[src/rtl/elevator_car_plant_if.sv]
// Car-control interface: the elevator controller (master) drives motion/door
// command levels, the car plant (slave) reports floor, alignment, door and fault status.
interface elevator_car_plant_if #(
  parameter int N = 5
);
  localparam int FW = $clog2(N + 1);

  logic          go_up_cmd;
  logic          go_down_cmd;
  logic          door_open_cmd;
  logic [FW-1:0] car_floor;
  logic          at_floor;
  logic          arrive_pulse;
  logic          moving_up;
  logic          moving_down;
  logic          door_closed;
  logic          door_opened;
  logic          fault;

  modport master (
    output go_up_cmd, go_down_cmd, door_open_cmd,
    input  car_floor, at_floor, arrive_pulse, moving_up, moving_down,
           door_closed, door_opened, fault
  );

  modport slave (
    input  go_up_cmd, go_down_cmd, door_open_cmd,
    output car_floor, at_floor, arrive_pulse, moving_up, moving_down,
           door_closed, door_opened, fault
  );
endinterface

[src/rtl/elevator_car_plant.sv]
// Elevator car plant: times floor-to-floor travel and door strokes on a prescaled tick.
// Optional feature macro: CAR_FAULT_LATCH_EN (sticky fault that blocks motion starts).
module elevator_car_plant #(
  parameter int N                  = 5,
  parameter int board_freq         = 50000000,
  parameter int tick_freq          = 10,
  parameter int floor_travel_ticks = 20,
  parameter int door_move_ticks    = 5
) (
  input logic                 board_clk,
  input logic                 rst_n,
  elevator_car_plant_if.slave car_if
);

  localparam int PRESCALE = board_freq / tick_freq;
  localparam int FW = $clog2(N + 1);
  localparam int PW = (PRESCALE > 1) ? $clog2(PRESCALE) : 1;
  localparam int SW = (floor_travel_ticks > 1) ? $clog2(floor_travel_ticks) : 1;
  localparam int DW = (door_move_ticks > 1) ? $clog2(door_move_ticks) : 1;

  localparam logic [PW-1:0] PRE_LAST  = PW'(PRESCALE - 1);
  localparam logic [SW-1:0] SEG_LAST  = SW'(floor_travel_ticks - 1);
  localparam logic [DW-1:0] DOOR_LAST = DW'(door_move_ticks - 1);
  localparam logic [FW-1:0] FLOOR_TOP = FW'(N);
  localparam logic [FW-1:0] FLOOR_BOT = FW'(1);

  typedef enum logic [2:0] {
    S_IDLE         = 3'd0,
    S_MOVE_UP      = 3'd1,
    S_MOVE_DOWN    = 3'd2,
    S_DOOR_OPENING = 3'd3,
    S_DOOR_OPEN    = 3'd4,
    S_DOOR_CLOSING = 3'd5
  } state_e;

  state_e        state_q, state_d;
  logic [PW-1:0] pre_q;
  logic [SW-1:0] seg_q, seg_d;
  logic [DW-1:0] door_cnt_q, door_cnt_d;
  logic [FW-1:0] floor_q, floor_d;
  logic          tick_s;
  logic          offend_s;
  logic          arrive_s;
  logic          motion_block_s;

  logic at_floor_q, at_floor_d;
  logic arrive_q, arrive_d;
  logic moving_up_q, moving_up_d;
  logic moving_down_q, moving_down_d;
  logic door_closed_q, door_closed_d;
  logic door_opened_q, door_opened_d;
  logic fault_q, fault_d;

  // One-floor step that can never leave the 1..N range.
  function automatic logic [FW-1:0] step_floor(input logic [FW-1:0] f, input logic up);
    if (up) begin
      return (f < FLOOR_TOP) ? (f + FW'(1)) : FLOOR_TOP;
    end else begin
      return (f > FLOOR_BOT) ? (f - FW'(1)) : FLOOR_BOT;
    end
  endfunction

`ifdef CAR_FAULT_LATCH_EN
  assign motion_block_s = fault_q;
`else
  assign motion_block_s = 1'b0;
`endif

  // Free-running prescaler; tick_s marks the last count of each period.
  always_ff @(posedge board_clk or negedge rst_n) begin
    if (!rst_n) begin
      pre_q <= {PW{1'b0}};
    end else if (pre_q == PRE_LAST) begin
      pre_q <= {PW{1'b0}};
    end else begin
      pre_q <= pre_q + PW'(1);
    end
  end

  assign tick_s = (pre_q == PRE_LAST);

  // State, counters and registered outputs.
  always_ff @(posedge board_clk or negedge rst_n) begin
    if (!rst_n) begin
      state_q       <= S_IDLE;
      seg_q         <= {SW{1'b0}};
      door_cnt_q    <= {DW{1'b0}};
      floor_q       <= FLOOR_BOT;
      at_floor_q    <= 1'b1;
      arrive_q      <= 1'b0;
      moving_up_q   <= 1'b0;
      moving_down_q <= 1'b0;
      door_closed_q <= 1'b1;
      door_opened_q <= 1'b0;
      fault_q       <= 1'b0;
    end else begin
      state_q       <= state_d;
      seg_q         <= seg_d;
      door_cnt_q    <= door_cnt_d;
      floor_q       <= floor_d;
      at_floor_q    <= at_floor_d;
      arrive_q      <= arrive_d;
      moving_up_q   <= moving_up_d;
      moving_down_q <= moving_down_d;
      door_closed_q <= door_closed_d;
      door_opened_q <= door_opened_d;
      fault_q       <= fault_d;
    end
  end

  // Next-state logic: commands act every cycle, travel/stroke counters advance on tick.
  always_comb begin
    state_d    = state_q;
    seg_d      = seg_q;
    door_cnt_d = door_cnt_q;
    floor_d    = floor_q;
    offend_s   = 1'b0;
    arrive_s   = 1'b0;
    case (state_q)
      S_IDLE: begin
        if (car_if.door_open_cmd) begin
          state_d    = S_DOOR_OPENING;
          door_cnt_d = {DW{1'b0}};
        end else if (car_if.go_up_cmd && car_if.go_down_cmd) begin
          offend_s = 1'b1;
        end else if (car_if.go_up_cmd) begin
          if (floor_q >= FLOOR_TOP) begin
            offend_s = 1'b1;
          end else if (!motion_block_s) begin
            state_d = S_MOVE_UP;
            seg_d   = {SW{1'b0}};
          end else begin
            state_d = S_IDLE;
          end
        end else if (car_if.go_down_cmd) begin
          if (floor_q <= FLOOR_BOT) begin
            offend_s = 1'b1;
          end else if (!motion_block_s) begin
            state_d = S_MOVE_DOWN;
            seg_d   = {SW{1'b0}};
          end else begin
            state_d = S_IDLE;
          end
        end else begin
          state_d = S_IDLE;
        end
      end
      S_MOVE_UP, S_MOVE_DOWN: begin
        // A segment always completes; direction commands are not looked at here.
        offend_s = car_if.door_open_cmd;
        if (tick_s && (seg_q == SEG_LAST)) begin
          seg_d    = {SW{1'b0}};
          arrive_s = 1'b1;
          state_d  = S_IDLE;
          floor_d  = step_floor(floor_q, state_q == S_MOVE_UP);
        end else if (tick_s) begin
          seg_d = seg_q + SW'(1);
        end else begin
          seg_d = seg_q;
        end
      end
      S_DOOR_OPENING: begin
        offend_s = car_if.go_up_cmd | car_if.go_down_cmd;
        if (tick_s && (door_cnt_q == DOOR_LAST)) begin
          state_d    = S_DOOR_OPEN;
          door_cnt_d = {DW{1'b0}};
        end else if (tick_s) begin
          door_cnt_d = door_cnt_q + DW'(1);
        end else begin
          door_cnt_d = door_cnt_q;
        end
      end
      S_DOOR_OPEN: begin
        offend_s = car_if.go_up_cmd | car_if.go_down_cmd;
        if (!car_if.door_open_cmd) begin
          state_d    = S_DOOR_CLOSING;
          door_cnt_d = {DW{1'b0}};
        end else begin
          state_d = S_DOOR_OPEN;
        end
      end
      S_DOOR_CLOSING: begin
        // Reopening restarts a full stroke rather than reversing from mid-travel.
        offend_s = car_if.go_up_cmd | car_if.go_down_cmd;
        if (car_if.door_open_cmd) begin
          state_d    = S_DOOR_OPENING;
          door_cnt_d = {DW{1'b0}};
        end else if (tick_s && (door_cnt_q == DOOR_LAST)) begin
          state_d    = S_IDLE;
          door_cnt_d = {DW{1'b0}};
        end else if (tick_s) begin
          door_cnt_d = door_cnt_q + DW'(1);
        end else begin
          door_cnt_d = door_cnt_q;
        end
      end
      default: begin
        state_d    = S_IDLE;
        seg_d      = {SW{1'b0}};
        door_cnt_d = {DW{1'b0}};
        floor_d    = FLOOR_BOT;
      end
    endcase
  end

  // Output decode from the next state so registered outputs track the new state.
  always_comb begin
    moving_up_d   = 1'b0;
    moving_down_d = 1'b0;
    door_closed_d = 1'b1;
    door_opened_d = 1'b0;
    case (state_d)
      S_IDLE:         door_closed_d = 1'b1;
      S_MOVE_UP:      moving_up_d   = 1'b1;
      S_MOVE_DOWN:    moving_down_d = 1'b1;
      S_DOOR_OPENING: door_closed_d = 1'b0;
      S_DOOR_CLOSING: door_closed_d = 1'b0;
      S_DOOR_OPEN: begin
        door_closed_d = 1'b0;
        door_opened_d = 1'b1;
      end
      default: begin
        moving_up_d   = 1'b0;
        moving_down_d = 1'b0;
        door_closed_d = 1'b1;
        door_opened_d = 1'b0;
      end
    endcase
    at_floor_d = !(moving_up_d || moving_down_d);
    arrive_d   = arrive_s;
`ifdef CAR_FAULT_LATCH_EN
    fault_d    = fault_q | offend_s;
`else
    fault_d    = offend_s;
`endif
  end

  assign car_if.car_floor    = floor_q;
  assign car_if.at_floor     = at_floor_q;
  assign car_if.arrive_pulse = arrive_q;
  assign car_if.moving_up    = moving_up_q;
  assign car_if.moving_down  = moving_down_q;
  assign car_if.door_closed  = door_closed_q;
  assign car_if.door_opened  = door_opened_q;
  assign car_if.fault        = fault_q;

endmodule

[src/flat_wrapper.sv]
// flat-port wrapper written by rule: the top's interface ports become plain ports
module elevator_car_plant_flat 
#(
  parameter int N                  = 5,
  parameter int board_freq         = 50000000,
  parameter int tick_freq          = 10,
  parameter int floor_travel_ticks = 20,
  parameter int door_move_ticks    = 5
)
  (board_clk, rst_n, car_if_go_up_cmd, car_if_go_down_cmd, car_if_door_open_cmd, car_if_car_floor, car_if_at_floor, car_if_arrive_pulse, car_if_moving_up, car_if_moving_down, car_if_door_closed, car_if_door_opened, car_if_fault);
  elevator_car_plant_if #(.N(N)) car_if_i ();
  input logic board_clk;
  input logic rst_n;
  input wire logic [$bits(car_if_i.go_up_cmd)-1:0] car_if_go_up_cmd;
  input wire logic [$bits(car_if_i.go_down_cmd)-1:0] car_if_go_down_cmd;
  input wire logic [$bits(car_if_i.door_open_cmd)-1:0] car_if_door_open_cmd;
  output wire logic [$bits(car_if_i.car_floor)-1:0] car_if_car_floor;
  output wire logic [$bits(car_if_i.at_floor)-1:0] car_if_at_floor;
  output wire logic [$bits(car_if_i.arrive_pulse)-1:0] car_if_arrive_pulse;
  output wire logic [$bits(car_if_i.moving_up)-1:0] car_if_moving_up;
  output wire logic [$bits(car_if_i.moving_down)-1:0] car_if_moving_down;
  output wire logic [$bits(car_if_i.door_closed)-1:0] car_if_door_closed;
  output wire logic [$bits(car_if_i.door_opened)-1:0] car_if_door_opened;
  output wire logic [$bits(car_if_i.fault)-1:0] car_if_fault;
  assign car_if_i.go_up_cmd = car_if_go_up_cmd;
  assign car_if_i.go_down_cmd = car_if_go_down_cmd;
  assign car_if_i.door_open_cmd = car_if_door_open_cmd;
  assign car_if_car_floor = car_if_i.car_floor;
  assign car_if_at_floor = car_if_i.at_floor;
  assign car_if_arrive_pulse = car_if_i.arrive_pulse;
  assign car_if_moving_up = car_if_i.moving_up;
  assign car_if_moving_down = car_if_i.moving_down;
  assign car_if_door_closed = car_if_i.door_closed;
  assign car_if_door_opened = car_if_i.door_opened;
  assign car_if_fault = car_if_i.fault;
  elevator_car_plant #(.N(N), .board_freq(board_freq), .tick_freq(tick_freq), .floor_travel_ticks(floor_travel_ticks), .door_move_ticks(door_move_ticks)) u_core (.board_clk(board_clk), .rst_n(rst_n), .car_if(car_if_i));
endmodule
[config.mk]
export PLATFORM = sky130hd
export DESIGN_NAME = elevator_car_plant_flat
export DESIGN_NICKNAME = d
export VERILOG_FILES = /design/src/rtl/elevator_car_plant_if.sv /design/src/rtl/elevator_car_plant.sv /design/src/flat_wrapper.sv
export SDC_FILE = /design/constraint.sdc
export NUM_CORES = 1
export LEC_CHECK = 0
export ABC_AREA = 0
export CAP_MARGIN = 0
export CORE_ASPECT_RATIO = 0.7
export CORE_MARGIN = 4
export CORE_UTILIZATION = 50
export DETAILED_ROUTE_END_ITERATION = 10
export PLACE_DENSITY = 0.69
export SYNTH_ARGS = -nofsm -noshare
export SYNTH_HDL_FRONTEND = slang
export SYNTH_SLANG_ARGS = --single-unit
[constraint.sdc]
create_clock -name board_clk -period 2.9 [get_ports board_clk]
set_clock_uncertainty 0.15 [all_clocks]
set_input_delay 0.58 -clock board_clk [delete_from_list [all_inputs] [get_ports board_clk]]
set_output_delay 0.58 -clock board_clk [all_outputs]
set_load 0.1 [all_outputs]
==> run metrics <==
Clock Latency Late Sink 0.29 ns; RSZ-0062 raised after global routing false; crit end category flop; initial core utilization 51.6%; min cycle time layout 2.55 ns; Worst slew margin 36.8%; Distinct cells, synth 53; number of flops mapped to enable cells by yosys 0; HP Class in2async; core area 4760 µm²; Clk pin slew, worst setup/hold paths 0.08 ns; count leader, synth dfrtp_1; share of cells above drive strength 1 10.8%; Final Hold Vio Count 0; Rows 21; DR iter-0 viols 175; most frequent CP cell or4_4; Post-DP HPWL 3500 µm; Placer Congestion 0.789; clock tree sinks 44; die area 6110 µm²; Worst setup SP type flop; Wirelength per Cell 13.9 µm; Pwr Density 533 nW/µm²; area grow syn2layout 10.7%; antenna-violating nets left 0; initial antenna violation count 0; GR Overflow Total 0; Finished Core Util 57.1%; Avg Inst Size Synth 9.22 µm²; chip height 66.6 µm; Area contributors post-synth dfrtp_1 42%, xnor2_1 5.0%, nor2_1 4.7%; vias in the first global route 1710; Setup Viol. Count Final 0; Die Width 91.7 µm; status completed; Max Cap Viol 0; TritonCTS buffer count 5; final net count 288; worst-path fanout max 12; critical path start-end classification reg2reg; fraction of registers with async set/reset 100%; CTS H-Tree Depth 2; Synth Cell Area 2450 µm²; Leakage 0.00118 µW; fin crit share 88.0%; Top-Level Pins 15; setup TNS 0 ns; TritonCTS clock tree done; Max Buffers Root-to-Sink 2; FF+latch count, synth 44; worst-margin pin slew 0.948 ns; WL final 4800 µm; Synth top area share 41.8%; Post-Layout Cell Count 346; Critical Path Max Stage Delay 0.61 ns; CP required 2.99 ns; Worst Path Arrival 2.64 ns; Vias 1904; Seq/Total Area, Yosys 45.0%; number of cells upsized or downsized after cts 0; Peak VDD IR 0.289 mV; placed cells 338; Max Slew Vio Count 0; vias per cell 5.50; Residual DRC 0; synthesized instance count 266; first-pass GRT wire length 8400 µm; postcts setup bufs 0; Post-synth top cells 41 x dfrtp_1, 31 x nor2_1, 28 x nand2_1; diodes inserted 0; Synth Warn # 0; area leader, netlist dfrtp_1; DRT Pass-1 Iters 4; Primary FF master, synth dfrtp_1; number of port buffers 14; gr usage total 17.4%; CP cell instances ha_1 > nand2_1 > or2_2 > or4_4 > or4_4 > nand2_4 > o21ba_1; Achievable Freq 392 MHz; cts hold-fix bufs 0; Syn Nets 278; largest net degree at the start of global routing 45; slowest cell on the critical path or4_4; CTS root buf clkbuf_8
layer usage:
layer  up-vias  track usage, %  part of all wire, %
li1        954               -                    -
met1       908            28.5                   56
met2        37            22.0                   38
met3         5            4.06                  5.5
met4         0            5.00                 0.79
met5         -               0                    0
cell families (layout without fill, tap and decap cells):
| family | after synthesis | count (layout) | synth area share [%] |
|---|---|---|---|
| AO/OA/AOI/OAI | 46 | 46 | 12.0 |
| adder cells (fa/ha/maj) | 7 | 7 | 3.57 |
| AND/OR/NAND/NOR | 119 | 119 | 25.8 |
| multiplexers | 2 | 2 | 0.816 |
| flip-flops | 44 | 44 | 45.0 |
| buffers and inverters | 23 | 34 | 3.82 |
| XOR/XNOR | 25 | 25 | 8.92 |
layout make-up:
class | count | area (µm²)
Clock inverter | 2 | 35.0
Timing Repair Buffer | 16 | 125
Clock buffer | 6 | 72.6
Tap cell | 69 | 86.3
Sequential cell | 44 | 1100
Fill cell | 429 | 2040
Multi-Input combinational cell | 199 | 1250
Inverter | 10 | 37.5
metrics by stage:
stage	power, µW	hold slack, ns	setup slack (ns)	cell area [µm²]
6_report	1450	0.283	0.347	2720
2_1_floorplan	928	0.134	0.163	2450
5_1_grt	1520	0.368	0.193	2720
3_5_place_dp	1000	0.321	0.315	2610
3_3_place_gp	999	0.312	0.378	2610
4_1_cts	1460	0.324	0.319	2720
cell usage in the layout (no fill, tap or decap), types with 3 or more instances in the layout:
cell type	count
clkbuf_8	5
ha_1	7
a21oi_1	10
o21ai_1	9
buf_4	12
a211oi_1	3
xnor2_1	14
nand3_1	13
nand2_1	28
dfstp_2	3
nand4_1	8
nor2_1	31
nor3_1	7
inv_1	10
clkdlybuf4s50_1	3
nand2b_1	3
xor2_1	11
o21ai_0	8
dfrtp_1	41
and3_1	5
where the power goes:
part	total (µW)	switching, µW	internal, µW	leakage (µW)
combinational	305	229	76.0	0.000562
sequential	683	33.2	650	0.000559
clock	460	204	256	0.0000552
total	1450	466	982	0.00118
registers in the layout, indices dropped and copies added, names as in the netlist:
name / count
u_core.car_if.arrive_pulse: 1
u_core.car_if.at_floor: 1
u_core.car_if.car_floor: 3
u_core.car_if.door_closed: 1
u_core.car_if.door_opened: 1
u_core.car_if.fault: 1
u_core.car_if.moving_down: 1
u_core.car_if.moving_up: 1
u_core.door_cnt_q: 3
u_core.pre_q: 23
u_core.seg_q: 5
u_core.state_q: 3
critical path, delay by kind of cell, from the launching register on:
family | cells | cell delay (ns)
compound gates | 1 | 0.13
fa+ha+maj | 1 | 0.22
flops | 1 | 0.39
simple gates | 5 | 1.61
final timing paths:
kind,slack (ns),cells past startpoint,start,endpoint
max,0.35,7,u_core.pre_q[0],u_core.car_if.at_floor
min in group board_clk,0.33,1,u_core.pre_q[4],u_core.pre_q[4]
min,0.28,1,rst_n,u_core.car_if.arrive_pulse
min reg2reg,0.33,1,u_core.pre_q[4],u_core.pre_q[4]
max reg2reg,0.35,7,u_core.pre_q[0],u_core.car_if.at_floor
max in group asynchronous,1.73,1,rst_n,u_core.car_if.car_floor[1]
No activity file was read; power rests on OpenSTA's default activity.
